==> config.mk <==
export PLATFORM = sky130hd
export DESIGN_NAME = etx_arbiter_rr
export DESIGN_NICKNAME = d
export VERILOG_FILES = /design/src/rtl/etx_arbiter_rr.sv
export SDC_FILE = /design/constraint.sdc
export NUM_CORES = 1
export LEC_CHECK = 0
export BUFFER_PORTS_ARGS = -buffer_cell sky130_fd_sc_hd__clkbuf_2
export CORE_AREA = 2 2 167 169
export DETAILED_ROUTE_END_ITERATION = 10
export DIE_AREA = 0 0 169 171
export GPL_TIMING_DRIVEN = 0
export PLACE_DENSITY_LB_ADDON = 0.3
export SLEW_MARGIN = 20
export SYNTH_ARGS = -nofsm -noshare
export SYNTH_HDL_FRONTEND = slang
export SYNTH_SLANG_ARGS = --single-unit
export TNS_END_PERCENT = 1
==> constraint.sdc <==
create_clock -name tx_lclk_par -period 3.6 [get_ports tx_lclk_par]
set_input_delay 0.36 -clock tx_lclk_par [delete_from_list [all_inputs] [get_ports tx_lclk_par]]
set_output_delay 0.36 -clock tx_lclk_par [all_outputs]
set_load 0.02 [all_outputs]
==> src/rtl/etx_arbiter_rr.sv <==
// N-channel eMesh transmit arbiter: fixed-priority or round-robin selection of FIFO heads,
// with per-channel read/write wait gating and a registered access/ack output stage.
module etx_arbiter_rr #(
  parameter int unsigned    N      = 3,
  parameter int unsigned    PW     = 103,
  parameter int unsigned    RR     = 0,
  parameter logic [N-1:0]   RDMASK = N'(3'b010)
) (
  input  logic              tx_lclk_par,
  input  logic              reset,
  input  logic [N-1:0]      fifo_access,
  input  logic [N*PW-1:0]   fifo_packet,
  output logic [N-1:0]      fifo_rd_en,
  output logic              etx_access,
  output logic [PW-1:0]     etx_packet,
  input  logic              etx_rd_wait,
  input  logic              etx_wr_wait,
  input  logic              etx_ack
);

  localparam int unsigned IW = (N > 1) ? $clog2(N) : 1;

  logic [N-1:0]  blocked_c;
  logic [N-1:0]  elig_c;
  logic [N-1:0]  grant_c;
  logic [IW-1:0] gidx_c;
  logic          found_c;
  int unsigned   idx_c;
  logic          free_c;
  logic          pop_c;
  logic [PW-1:0] sel_pkt_c;

  logic          etx_access_q, etx_access_d;
  logic [PW-1:0] etx_packet_q, etx_packet_d;
  logic [IW-1:0] ptr_q, ptr_d;

  // Each channel is gated by exactly one of the two wait inputs, chosen by RDMASK.
  always_comb begin
    blocked_c = (RDMASK & {N{etx_rd_wait}}) | (~RDMASK & {N{etx_wr_wait}});
    elig_c    = fifo_access & ~blocked_c;
    free_c    = ~etx_access_q | etx_ack;
  end

  // Search starts at channel 0 (fixed priority) or just past the last winner (round robin).
  always_comb begin
    grant_c = '0;
    gidx_c  = '0;
    found_c = 1'b0;
    idx_c   = 0;
    for (int unsigned k = 0; k < N; k++) begin
      idx_c = (RR != 0) ? ((32'(ptr_q) + k + 32'd1) % N) : k;
      if (!found_c && elig_c[IW'(idx_c)]) begin
        found_c               = 1'b1;
        grant_c[IW'(idx_c)]   = 1'b1;
        gidx_c                = IW'(idx_c);
      end
    end
  end

  // Pop is combinational so a consumed slot can be refilled in the same cycle.
  always_comb begin
    fifo_rd_en = reset ? '0 : (grant_c & {N{free_c}});
    pop_c      = |fifo_rd_en;
  end

  // One-hot AND-OR packet mux.
  always_comb begin
    sel_pkt_c = '0;
    for (int unsigned i = 0; i < N; i++) begin
      if (grant_c[i]) sel_pkt_c = sel_pkt_c | fifo_packet[i*PW +: PW];
    end
  end

  always_comb begin
    etx_access_d = etx_access_q;
    etx_packet_d = etx_packet_q;
    ptr_d        = ptr_q;
    if (pop_c) begin
      etx_access_d = 1'b1;
      etx_packet_d = sel_pkt_c;
      ptr_d        = gidx_c;
    end else if (etx_ack) begin
      etx_access_d = 1'b0;
    end
  end

  // Pointer resets to N-1 so channel 0 is first in line after reset.
  always_ff @(posedge tx_lclk_par or posedge reset) begin
    if (reset) begin
      etx_access_q <= 1'b0;
      etx_packet_q <= '0;
      ptr_q        <= IW'(N - 1);
    end else begin
      etx_access_q <= etx_access_d;
      etx_packet_q <= etx_packet_d;
      ptr_q        <= ptr_d;
    end
  end

  assign etx_access = etx_access_q;
  assign etx_packet = etx_packet_q;

endmodule

Word level (Yosys, flattened, before mapping)
Index checks and enable logic that the tools add are counted.
{ "classes": {"reduce_logical": 6, "muxes": 10, "div_mod_pow": 0, "bitwise": 8, "order_cmp": 0, "shift": 0, "n_eq_ne": 0, "n_mul": 0, "add_sub_neg": 0} }
{ "ops": {"columns": ["op", "n"], "rows": [
  ["103-bit 2-to-1 mux", 3],
  ["103-bit bitwise OR", 2],
  ["3-bit AND", 2],
  ["1-bit 2-to-1 mux", 6],
  ["3-bit 2-to-1 mux", 1],
  ["3-bit inverter", 1],
  ["2-bit by 3-bit bitwise OR with 3-bit output", 1],
  ["3-bit OR reduction", 1],
  ["1-bit logical AND", 2],
  ["1-bit logical NOT", 2],
  ["2-bit nonzero test", 1],
  ["1-bit inverter", 1],
  ["1-bit bitwise OR", 1]
]} }
{ "word_totals": {"mem_count": 0, "latchBits": 0, "ram_bits": 0, "romBits": 0, "register_bits": 104} }

Logic depth before layout (Yosys ltp)
Gate-level depths: netlist (run 1).
{ "depth": {"depth_word": 14, "mapped_depth": 7} }

Least setup slack after synthesis (run 1)
OpenSTA, ideal clock, no wires.
{ "synth_timing": {"path_type": "input port to output port", "from": "in reset", "to": "out fifo_rd_en[0]", "path_slack_ns": 0.166, "t_arrival_ns": 3.074, "n_path_buf": 0, "stages": 2, "required_time_ns": 3.240, "cell_sequence": "inv_1 and3_1"} }
{ "synth_between": {"elab_chain_cells": 1} }
{ "synth_rtl": {"columns": ["item", "line_no", "rtl"], "rows": [
  ["start, declared", "10", "input logic reset,"],
  ["3-bit 2-to-1 mux", "62", "fifo_rd_en = reset ? '0 : (grant_c & {N{free_c}});"],
  ["end, declared", "13", "output logic [N-1:0] fifo_rd_en,"]
]} }
Every way passes these cells.

Worst setup path after layout (run 1)
{ "layout_timing": {"from": "in etx_rd_wait", "to": "out fifo_rd_en[2]"} }
{ "layout_between": {"elab_chain_cells": 10} }
{ "layout_rtl": {"columns": ["item", "line_no", "rtl"], "rows": [
  ["start, declared", "16", "input logic etx_rd_wait,"],
  ["2-bit by 3-bit bitwise OR with 3-bit output", "39", "blocked_c = (RDMASK & {N{etx_rd_wait}}) | (~RDMASK & {N{etx_wr_wait}});"],
  ["3-bit inverter", "40", "elig_c = fifo_access & ~blocked_c;"],
  ["3-bit AND", "40", null],
  ["1-bit logical AND", "52", "if (!found_c && elig_c[IW'(idx_c)]) begin"],
  ["1-bit 2-to-1 mux", "52", null],
  ["1-bit logical NOT", "52", null],
  ["1-bit logical AND", "52", null],
  ["1-bit 2-to-1 mux", "52", null],
  ["3-bit AND", "62", null],
  ["3-bit 2-to-1 mux", "62", null]
]} }
Every way passes these cells.

==> impl_metrics.csv, run 1 <==
group,metric,value,unit
run_status,status,"completed",
synth,post-synth-top-area-cell,"sky130_fd_sc_hd__dfrtp_1",
final_layout,num_antenna_cells,0,
synth,synthesis.area_per_instance,8.739,sq um
global_routing,global_route.overflow_total,0,
die,initial_core_util,18.77,%
clocking,tritoncts,"done",
sta,final.period_utilization,74.33,%
worst_setup_path,timing.critical_path.max_delay_family,"buffers and inverters",
clocking,cts_hold_buf,0,
final_layout,syn_to_final_growth,55.56,%
final_layout,nets,1339,
power,pwr_density_cell,483.6,mW/mm^2
sta,worst_slew_margin_rel,40.54,%
sta,final-hold-violation-count,0,
worst_setup_path,worstPathRequired,3.24,ns
route,vias,6243,
final_layout,post-route-util,29.21,%
clocking,post-cts-setup-buffer-count,0,
die,floorplan_die_area,0.02890,sq mm
synth,yosysTopAreaCellShare,50.73,%
sta,min_period,2.676,ns
route,drtAntennaViolNets,0,
worst_setup_path,timing.critical_path.to_type,"output pin",
global_routing,grt.total_usage,16.61,%
min_path,hold_path_class,"input pin to asynchronous set/reset pin",
place,io_buffer_count,423,
sta,finalSetupViolations,0,
clocking,insertion_delay,0.35,ns
power,ir_worst_vdd,0.2414,mV
worst_setup_path,cp_num_cells,8,
die,die_w,169,microns
die,core_region_area,0.02732,sq mm
worst_setup_path,worst-endpoint-arrival,2.32,ns
clocking,tritoncts_num_sinks,104,
clocking,worst_setup_hold_path_clk_slew,0.08,ns
clocking,root_buffer,"sky130_fd_sc_hd__clkbuf_16",
power,report.power.total,3.859,mW
synth,syn_area,0.005130,sq mm
place,detailed_place_hpwl,19920,microns
route,drt-pass1-iter-count,5,
worst_setup_path,ordered_list_of_cells_on_the_worst_path,"clkbuf_2 > nand2b_1 > and3_1 > buf_2 > buf_2 > clkbuf_1 > and3_1 > clkbuf_2",
synth,ys_warn_count,0,
global_routing,grt_start_max_net_pins,57,
clocking,h-tree-depth,3,
sta,timing.final.max_slew_violations,0,
clocking,clk_path_buf_depth,2,
global_routing,grt_pass1_wl,36340,microns
sta,fin_hold_ws,0.06801,ns
synth,ys_ff_latch,104,
worst_setup_path,worst_setup_path_start_kind,"input pin",
place,routability_congestion_estimate,0.8296,
worst_setup_path,worst_path_max_delay_cell,"sky130_fd_sc_hd__clkbuf_1",
route,remaining_drc_errors,0,
die,std_cell_rows,61,
sta,rsz0062_at_grt,"no",
worst_setup_path,timing.reg2reg.worst_path_depth,5,
synth,synthDistinctLibCells,18,
worst_setup_path,worst-path-max-fanout,10,
sta,clock_skew,0.008445,ns
sta,maxClockFrequency,373.7,MHz
worst_setup_path,regToRegSetupSlack,1.21,ns
worst_setup_path,critical_path.reg2reg.endpoint,"etx_packet[68]$_DFFE_PP0P_",
synth,total_nets_after_synthesis,904,
global_routing,via_count_of_the_first_global_routing_pass,6198,
synth,synth_cells,587,
route,routed_via_density,4.547,
synth,yosys-top-cells-area,"sky130_fd_sc_hd__dfrtp_1 (51%), sky130_fd_sc_hd__a22oi_1 (15%), sky130_fd_sc_hd__a31oi_1 (13%), sky130_fd_sc_hd__nor2_1 (7.6%), sky130_fd_sc_hd__nand2_1 (7.5%)",
route,postRouteWirelength,24910,microns
worst_setup_path,critical-path-max-stage-delay,0.46,ns
worst_setup_path,crit_buf_inv,5,
synth,ys_seq_area_share,50.73,%
clocking,post_cts_resize_count,0,
global_routing,number_of_antenna_violations_at_the_first_check_in_global_routing,0,
die,ioPinCount,424,
final_layout,layout-drive-gt1-share,44.89,%
worst_setup_path,crit_type,"input pin to output pin",
clocking,tritoncts.num_buffers,9,
sta,tightestPinTransition,0.8903,ns
job,max-cap-violations,0,
power,leakage_power_figure,3.813,nW
route,wl_per_cell,18.14,microns
worst_setup_path,reg2reg_from,"etx_access$_DFFE_PP0P_",
die,die-height,171,microns
route,drt_iter0_markers,349,
==> per-stage QoR <==
step,setup TNS [ns],instances,cell area (sq um),setup WS [ns]
finish,0,1373,7980,0.9240
global placement,-119.94,1356,7680,-1.226
CTS,0,1373,7980,0.8770
detailed placement,0,1357,7712,0.8849
global route,0,1373,7980,0.7330
floorplan,0,587,5130,0.1656
==> power breakdown <==
group	leakage [nW]	switching (mW)	total, mW	internal [mW]
clock	0.119	0.481	0.954	0.474
sequential	1.20	0.153	1.57	1.42
combinational	2.49	0.838	1.33	0.494
total	3.81	1.47	3.86	2.39
==> cell type report <==
type	count	area (sq um)
Fill cell	3032	19340
Sequential cell	104	2603
Multi-Input combinational cell	425	2277
Timing Repair Buffer	424	2145
Tap cell	346	432.9
Buffer	57	246.5
Clock buffer	12	236.5
Clock inverter	4	31.28
Inverter	1	8.758
==> placed cells by master, fill, tap and decap left out, types with 8 or more instances in the layout <==
| master | synthesis | final |
|---|---|---|
| sky130_fd_sc_hd__a22oi_1 | 103 | 103 |
| sky130_fd_sc_hd__a31oi_1 | 103 | 103 |
| sky130_fd_sc_hd__buf_1 | 8 | 8 |
| sky130_fd_sc_hd__buf_2 | 17 | 17 |
| sky130_fd_sc_hd__clkbuf_1 | 29 | 32 |
| sky130_fd_sc_hd__clkbuf_16 | 0 | 9 |
| sky130_fd_sc_hd__clkbuf_2 | 0 | 423 |
| sky130_fd_sc_hd__dfrtp_1 | 104 | 104 |
| sky130_fd_sc_hd__nand2_1 | 103 | 103 |
| sky130_fd_sc_hd__nor2_1 | 104 | 104 |
==> worst max-delay path by stage <==
stage,end,start
global route,fifo_rd_en[2],etx_rd_wait
CTS,fifo_rd_en[2],etx_rd_wait
detailed placement,fifo_rd_en[2],etx_rd_wait
finish,fifo_rd_en[2],etx_rd_wait
floorplan,fifo_rd_en[0],reset
global placement,fifo_rd_en[2],reset
==> registers in the layout, summed over array words and instances, names as in the netlist <==
name / flops
etx_packet: 103
etx_access: 1
==> metal layers <==
layer  GRT usage (%)  up-vias  routed length (microns)
met5               0        -                        0
met4           4.348        0                      404
met3           2.799       22                     1436
met2           28.35      270                    12200
met1           21.82     2946                    10860
li1                -     3005                        -
==> Yosys cell counts <==
library cell and count:
sky130_fd_sc_hd__clkbuf_1 29, sky130_fd_sc_hd__nor2b_1 2, sky130_fd_sc_hd__nor4_1 1, sky130_fd_sc_hd__a211oi_2 1
sky130_fd_sc_hd__a22oi_1 103, sky130_fd_sc_hd__nor2_2 1, sky130_fd_sc_hd__a31oi_1 103, sky130_fd_sc_hd__buf_2 17
sky130_fd_sc_hd__nor2_1 104, sky130_fd_sc_hd__dfrtp_1 104, sky130_fd_sc_hd__nand2_1 103, sky130_fd_sc_hd__buf_1 8
sky130_fd_sc_hd__inv_1 1, sky130_fd_sc_hd__o21bai_1 1, sky130_fd_sc_hd__and3_1 3, sky130_fd_sc_hd__nand2b_1 2
sky130_fd_sc_hd__or2_2 1, sky130_fd_sc_hd__buf_4 3
==> cell families after synthesis <==
family	synth area share, %
and+or+nand+nor	16.37
DFF	50.73
buffers and inverters	4.878
AOI/OAI and AO/OA	28.02
Note: power is estimated with default switching activity, not from simulation.
==> inputs of run 2 (changes only) <==
clock period = 2.61 ns   (was 3.6 ns; I/O delays follow)
==> impl_metrics.csv, run 2 (synthesized netlist as in run 1, its figures left out) <==
group,metric,value,unit
worst_setup_path,reg2reg_from,"etx_access$_DFFE_PP0P_",
worst_setup_path,timing.critical_path.to_type,"output pin",
sta,finalSetupViolations,0,
power,share_clk_of_total_power,24.5,%
die,die-height,171,microns
route,vias,6286,
final_layout,final_cell_area,0.008019,sq mm
clocking,tritoncts_num_sinks,104,
sta,worst_slew_margin_rel,49.89,%
die,core_region_area,0.02732,sq mm
sta,fin_setup_tns,0,ns
route,routed_via_density,4.578,
clocking,root_buffer,"sky130_fd_sc_hd__clkbuf_16",
final_layout,layout.cells.most_common_list,"sky130_fd_sc_hd__clkbuf_2 (423), sky130_fd_sc_hd__nor2_1 (104), sky130_fd_sc_hd__dfrtp_1 (104)",
clocking,tritoncts,"done",
route,wl_per_cell,18.01,microns
worst_setup_path,worst-endpoint-arrival,2.15,ns
worst_setup_path,worst-path-max-fanout,32,
final_layout,leading_cell_type_in_the_layout_fill_and_taps_excluded,"sky130_fd_sc_hd__clkbuf_2",
die,floorplan_die_area,0.02890,sq mm
global_routing,global_route.overflow_total,0,
clocking,post-cts-setup-buffer-count,0,
job,max-cap-violations,0,
global_routing,grt_pass1_wl,36370,microns
sta,timing.final.ws_setup,0.1978,ns
route,drtAntennaViolNets,0,
final_layout,nets,1341,
place,routability_congestion_estimate,0.8185,
sta,timing.final.max_slew_violations,0,
sta,clock_skew,0.01120,ns
clocking,h-tree-depth,3,
worst_setup_path,timing.reg2reg.worst_path_depth,5,
sta,final-hold-violation-count,0,
sta,rsz0062_at_grt,"no",
min_path,timing.hold.worst_path_depth,3,
die,ioPinCount,424,
global_routing,number_of_antenna_violations_at_the_first_check_in_global_routing,0,
clocking,tritoncts.num_buffers,9,
power,power.share.sequential,40.8,%
worst_setup_path,critical_path.reg2reg.endpoint,"etx_packet[42]$_DFFE_PP0P_",
clocking,insertion_delay,0.35,ns
worst_setup_path,crit_type,"input pin to output pin",
die,std_cell_rows,61,
power,p_int,3.290,mW
sta,final.period_utilization,92.42,%
min_path,whs_endpoint,"etx_packet[30]$_DFFE_PP0P_",
worst_setup_path,worst_setup_path_start_kind,"input pin",
power,pwr_density_cell,662.4,mW/mm^2
global_routing,grt.total_usage,16.59,%
worst_setup_path,regToRegSetupSlack,0.35,ns
route,drt-pass1-iter-count,5,
power,power.switching,2.022,mW
power,comb_power_share,34.7,%
final_layout,largest_register_ff_count,103,
die,initial_core_util,18.77,%
final_layout,num_antenna_cells,0,
global_routing,grt_start_max_net_pins,33,
sta,min_period,2.412,ns
power,leakage_power_figure,3.829,nW
place,place_worst_setup_slack,0.009045,ns
place,cell_total_after_placement,1359,
final_layout,layout.cells.non_filler,1373,
clocking,worst_setup_hold_path_clk_slew,0.08,ns
clocking,clk_path_buf_depth,2,
sta,fin_hold_ws,0.1307,ns
place,io_buffer_count,423,
global_routing,via_count_of_the_first_global_routing_pass,6170,
place,detailed_place_hpwl,19620,microns
sta,maxClockFrequency,414.6,MHz
route,remaining_drc_errors,0,
power,ir_worst_vdd,0.2303,mV
die,die_w,169,microns
final_layout,post-route-util,29.35,%
power,sw_share,38.06,%
place,place_area,0.007744,sq mm
power,report.power.total,5.312,mW
min_path,hold_path_class,"input pin to flip-flop",
min_path,hp-start,"fifo_packet[236]",
sta,tightestPinTransition,0.7517,ns
route,postRouteWirelength,24730,microns
run_status,status,"completed",
worst_setup_path,worstPathRequired,2.35,ns
final_layout,layout-drive-gt1-share,45.08,%
route,drt_iter0_markers,283,
final_layout,syn_to_final_growth,56.32,%
run 2: power groups by stage:
stage | Sequential, mW | Combinational, mW | Clock, mW
after floorplan | 2.60 | 0.555 | 0
after global placement | 2.18 | 1.85 | 0
after detailed placement | 2.19 | 1.87 | 0
after CTS | 2.16 | 1.87 | 1.36
after global routing | 2.21 | 2.01 | 1.41
final | 2.17 | 1.84 | 1.30
run 2: final cells by class:
cell class	instances	area, sq um
tap	346	432.9
clock buffer	10	229.0
clock inverter	4	32.53
fill	3003	19300
buffer	56	242.7
timing repair buffer	427	2187
inverter	1	7.507
sequential	104	2603
multi-input combinational	425	2285
run 2: timing repair:
| item | 4_1_cts | 5_1_grt |
|---|---|---|
| resized for setup | 1 | 0 |
| gates cloned | 0 | 0 |
| setup endpoints to repair | 1 | 1 |
| hold buffers | 1 | 0 |
| endpoints found under the hold margin | 15 | 0 |
run 2: worst max-delay path by stage:
| stage | to | slack, ns | depth (start not counted) | startpoint |
|---|---|---|---|---|
| floorplan | fifo_rd_en[0] | 0.09 | 2 | reset |
| finish | fifo_rd_en[0] | 0.20 | 6 | reset |
| CTS | fifo_rd_en[2] | 0.02 | 8 | etx_rd_wait |
| global placement | fifo_rd_en[2] | -0.99 | 4 | reset |
| global route | fifo_rd_en[0] | 0.006 | 6 | reset |
| detailed placement | etx_packet[42]$_DFFE_PP0P_ | 0.009 | 5 | etx_access$_DFFE_PP0P_ |
run 2: layer usage:
layer | vias to the layer above | share of wire, % | track usage (%)
met5 | - | 0 | 0
met4 | 0 | 2.0 | 4.980
met3 | 32 | 5.9 | 3.030
met2 | 282 | 48 | 27.94
met1 | 2967 | 44 | 21.70
li1 | 3005 | - | -
run 2: worst max-delay path: stages:
cell,delay (ns)
sky130_fd_sc_hd__dlygate4sd3_1,0.54
sky130_fd_sc_hd__clkbuf_2,0.18
sky130_fd_sc_hd__clkinvlp_4,0.47
sky130_fd_sc_hd__buf_12,0.37
sky130_fd_sc_hd__and3_1,0.16
sky130_fd_sc_hd__clkbuf_2,0.15
==> inputs of run 3 (changes only) <==
CELL_PAD_IN_SITES_DETAIL_PLACEMENT = 1   (was unset)
CELL_PAD_IN_SITES_GLOBAL_PLACEMENT = 1   (was unset)
CORE_AREA = 2 2 165 167   (was 2 2 167 169)
DIE_AREA = 0 0 167 169   (was 0 0 169 171)
RECOVER_POWER = 50   (was unset)
clock period = 3.1 ns   (was 2.61 ns; I/O delays follow)
==> impl_metrics.csv, run 3 (synthesized netlist as in run 1, its figures left out) <==
group,metric,value,unit
global_routing,grt_start_max_net_pins,28,
sta,maxClockFrequency,394.2,MHz
final_layout,multi_input_area,0.002277,sq mm
clocking,clk_path_buf_depth,2,
die,core_region_area,0.02650,sq mm
worst_setup_path,crit_type,"input pin to output pin",
worst_setup_path,worstPathRequired,2.79,ns
final_layout,nets,1343,
global_routing,global_route.overflow_total,0,
power,power.share.sequential,41.1,%
sta,final-hold-violation-count,0,
final_layout,syn_to_final_growth,54.05,%
route,wl_per_cell,19.47,microns
clocking,h-tree-depth,3,
route,drt_iter0_markers,321,
place,routability_congestion_estimate,0.7989,
final_layout,post-route-util,29.82,%
sta,tightestPinTransition,1.566,ns
route,remaining_drc_errors,0,
global_routing,number_of_antenna_violations_at_the_first_check_in_global_routing,0,
clocking,tritoncts,"done",
final_layout,fillCellCount,3369,
sta,timing.final.max_slew_violations,28,
power,comb_power_share,33.9,%
clocking,insertion_delay,0.35,ns
clocking,worst_setup_hold_path_clk_slew,0.08,ns
global_routing,grt_pass1_wl,40010,microns
sta,min_period,2.537,ns
clocking,post_cts_resize_count,0,
route,postRouteWirelength,26710,microns
sta,worst_slew_margin_rel,-4.412,%
die,initial_core_util,19.36,%
run_status,status,"finished, violations left",
sta,finalSetupViolations,0,
final_layout,largest_register_ff_count,103,
min_path,hold_path_class,"input pin to flip-flop",
power,leakage_power_figure,3.590,nW
power,pwr_density_cell,559.5,mW/mm^2
sta,final.period_utilization,81.82,%
run_status,failed_checks,"capacitance limit, slew limit",
worst_setup_path,worst_setup_path_start_kind,"input pin",
route,drtAntennaViolNets,0,
final_layout,leading_cell_type_in_the_layout_fill_and_taps_excluded,"sky130_fd_sc_hd__clkbuf_2",
place,io_buffer_count,423,
route,drt-pass1-iter-count,5,
final_layout,num_antenna_cells,0,
die,floorplan_die_area,0.02822,sq mm
place,detailed_place_hpwl,21400,microns
global_routing,via_count_of_the_first_global_routing_pass,6722,
job,max-cap-violations,2,
clocking,root_buffer,"sky130_fd_sc_hd__clkbuf_16",
die,std_cell_rows,60,
power,share_clk_of_total_power,25.0,%
worst_setup_path,worst-endpoint-arrival,2.23,ns
power,report.power.total,4.422,mW
final_layout,final-seq-area,0.002603,sq mm
power,ir_worst_vdd,0.1932,mV
clocking,tritoncts_num_sinks,104,
die,ioPinCount,424,
route,routed_via_density,4.606,
power,sw_share,38.55,%
die,die-height,169,microns
worst_setup_path,timing.critical_path.to_type,"output pin",
global_routing,grt.total_usage,18.32,%
power,power.switching,1.704,mW
sta,fin_setup_tns,0,ns
final_layout,layout-drive-gt1-share,37.25,%
power,p_int,2.717,mW
clocking,tritoncts.num_buffers,9,
sta,clock_skew,0.009126,ns
worst_setup_path,worst-path-max-fanout,22,
die,die_w,167,microns
route,vias,6320,
sta,rsz0062_at_grt,"no",
final_layout,layout.cells.most_common_list,"sky130_fd_sc_hd__clkbuf_2 (345), sky130_fd_sc_hd__clkbuf_1 (112), sky130_fd_sc_hd__nor2_1 (104), sky130_fd_sc_hd__dfrtp_1 (104)",
==> run 3: cell types whose count changed in the layout (fill, tap and decap cells not counted), sizes merged <==
cell,before,now
clkinvlp,3,4
clkbuf,461,466
inv,1,0
buf,31,30
==> run 3: cell type report <==
class,instances,area share [%]
buffer,57,3.119
clock buffer,12,2.992
clock inverter,4,0.3958
inverter,1,0.06333
multi-input combinational,425,28.82
sequential,104,32.93
tap,341,5.399
timing repair buffer,428,26.28
==> run 3: critical path, stage by stage <==
cell	delay (ns)
sky130_fd_sc_hd__dlygate4sd3_1	0.56
sky130_fd_sc_hd__clkbuf_1	0.19
sky130_fd_sc_hd__clkinvlp_2	0.47
sky130_fd_sc_hd__buf_12	0.34
sky130_fd_sc_hd__and3_1	0.16
sky130_fd_sc_hd__clkbuf_2	0.17
==> run 3: through the flow <==
stage	setup WS, ns	instances	instance area, sq um	hold WS (ns)
final	0.5635	1372	7903	0.1798
after global routing	0.3626	1372	7903	0.1746
after floorplan	0.4833	587	5134	0.4486
after detailed placement	0.4185	1355	7757	0.3200
after global placement	-0.7882	1351	7677	0.5294
after CTS	0.5061	1372	8035	0.1655
==> run 3: power groups by stage <==
stage               Sequential [mW]  Combinational (mW)  Clock (mW)
floorplan                      2.19               0.467           0
global placement               1.83                1.56           0
detailed placement             1.85                1.59           0
CTS                            1.82                1.59        1.16
global route                   1.86                1.65        1.21
finish                         1.82                1.50        1.10
==> run 3: path summary, 6_finish.rpt <==
check / depth (start not counted) / slack [ns] / startpoint / endpoint
worst min register to register: 2 / 0.55 / etx_packet[98]$_DFFE_PP0P_ / etx_packet[98]$_DFFE_PP0P_
worst min-delay path: 3 / 0.18 / fifo_packet[237] / etx_packet[31]$_DFFE_PP0P_
min in group asynchronous: 3 / 0.59 / reset / etx_packet[1]$_DFFE_PP0P_
worst max register to register: 5 / 0.68 / etx_access$_DFFE_PP0P_ / etx_packet[68]$_DFFE_PP0P_
worst max-delay path: 6 / 0.56 / reset / fifo_rd_en[2]
max in group asynchronous: 4 / 0.71 / reset / etx_packet[76]$_DFFE_PP0P_
==> run 3: timing repair <==
action / CTS / global route
setup buffers: 0 / 0
setup endpoints to repair: 0 / 0
hold buffers: 1 / 0
endpoints found under the hold margin: 7 / 0
==> run 3: routing by layer <==
layer  GRT usage, %  part of all wire [%]  wire length [microns]  vias to the layer above
met1          24.10                    44                  11650                     3040
li1               -                     -                      -                     3018
met2          30.70                    49                  13150                      237
met5              0                     0                      0                        -
met4          4.460                   1.5                    399                        0
met3          3.975                   5.6                   1509                       25
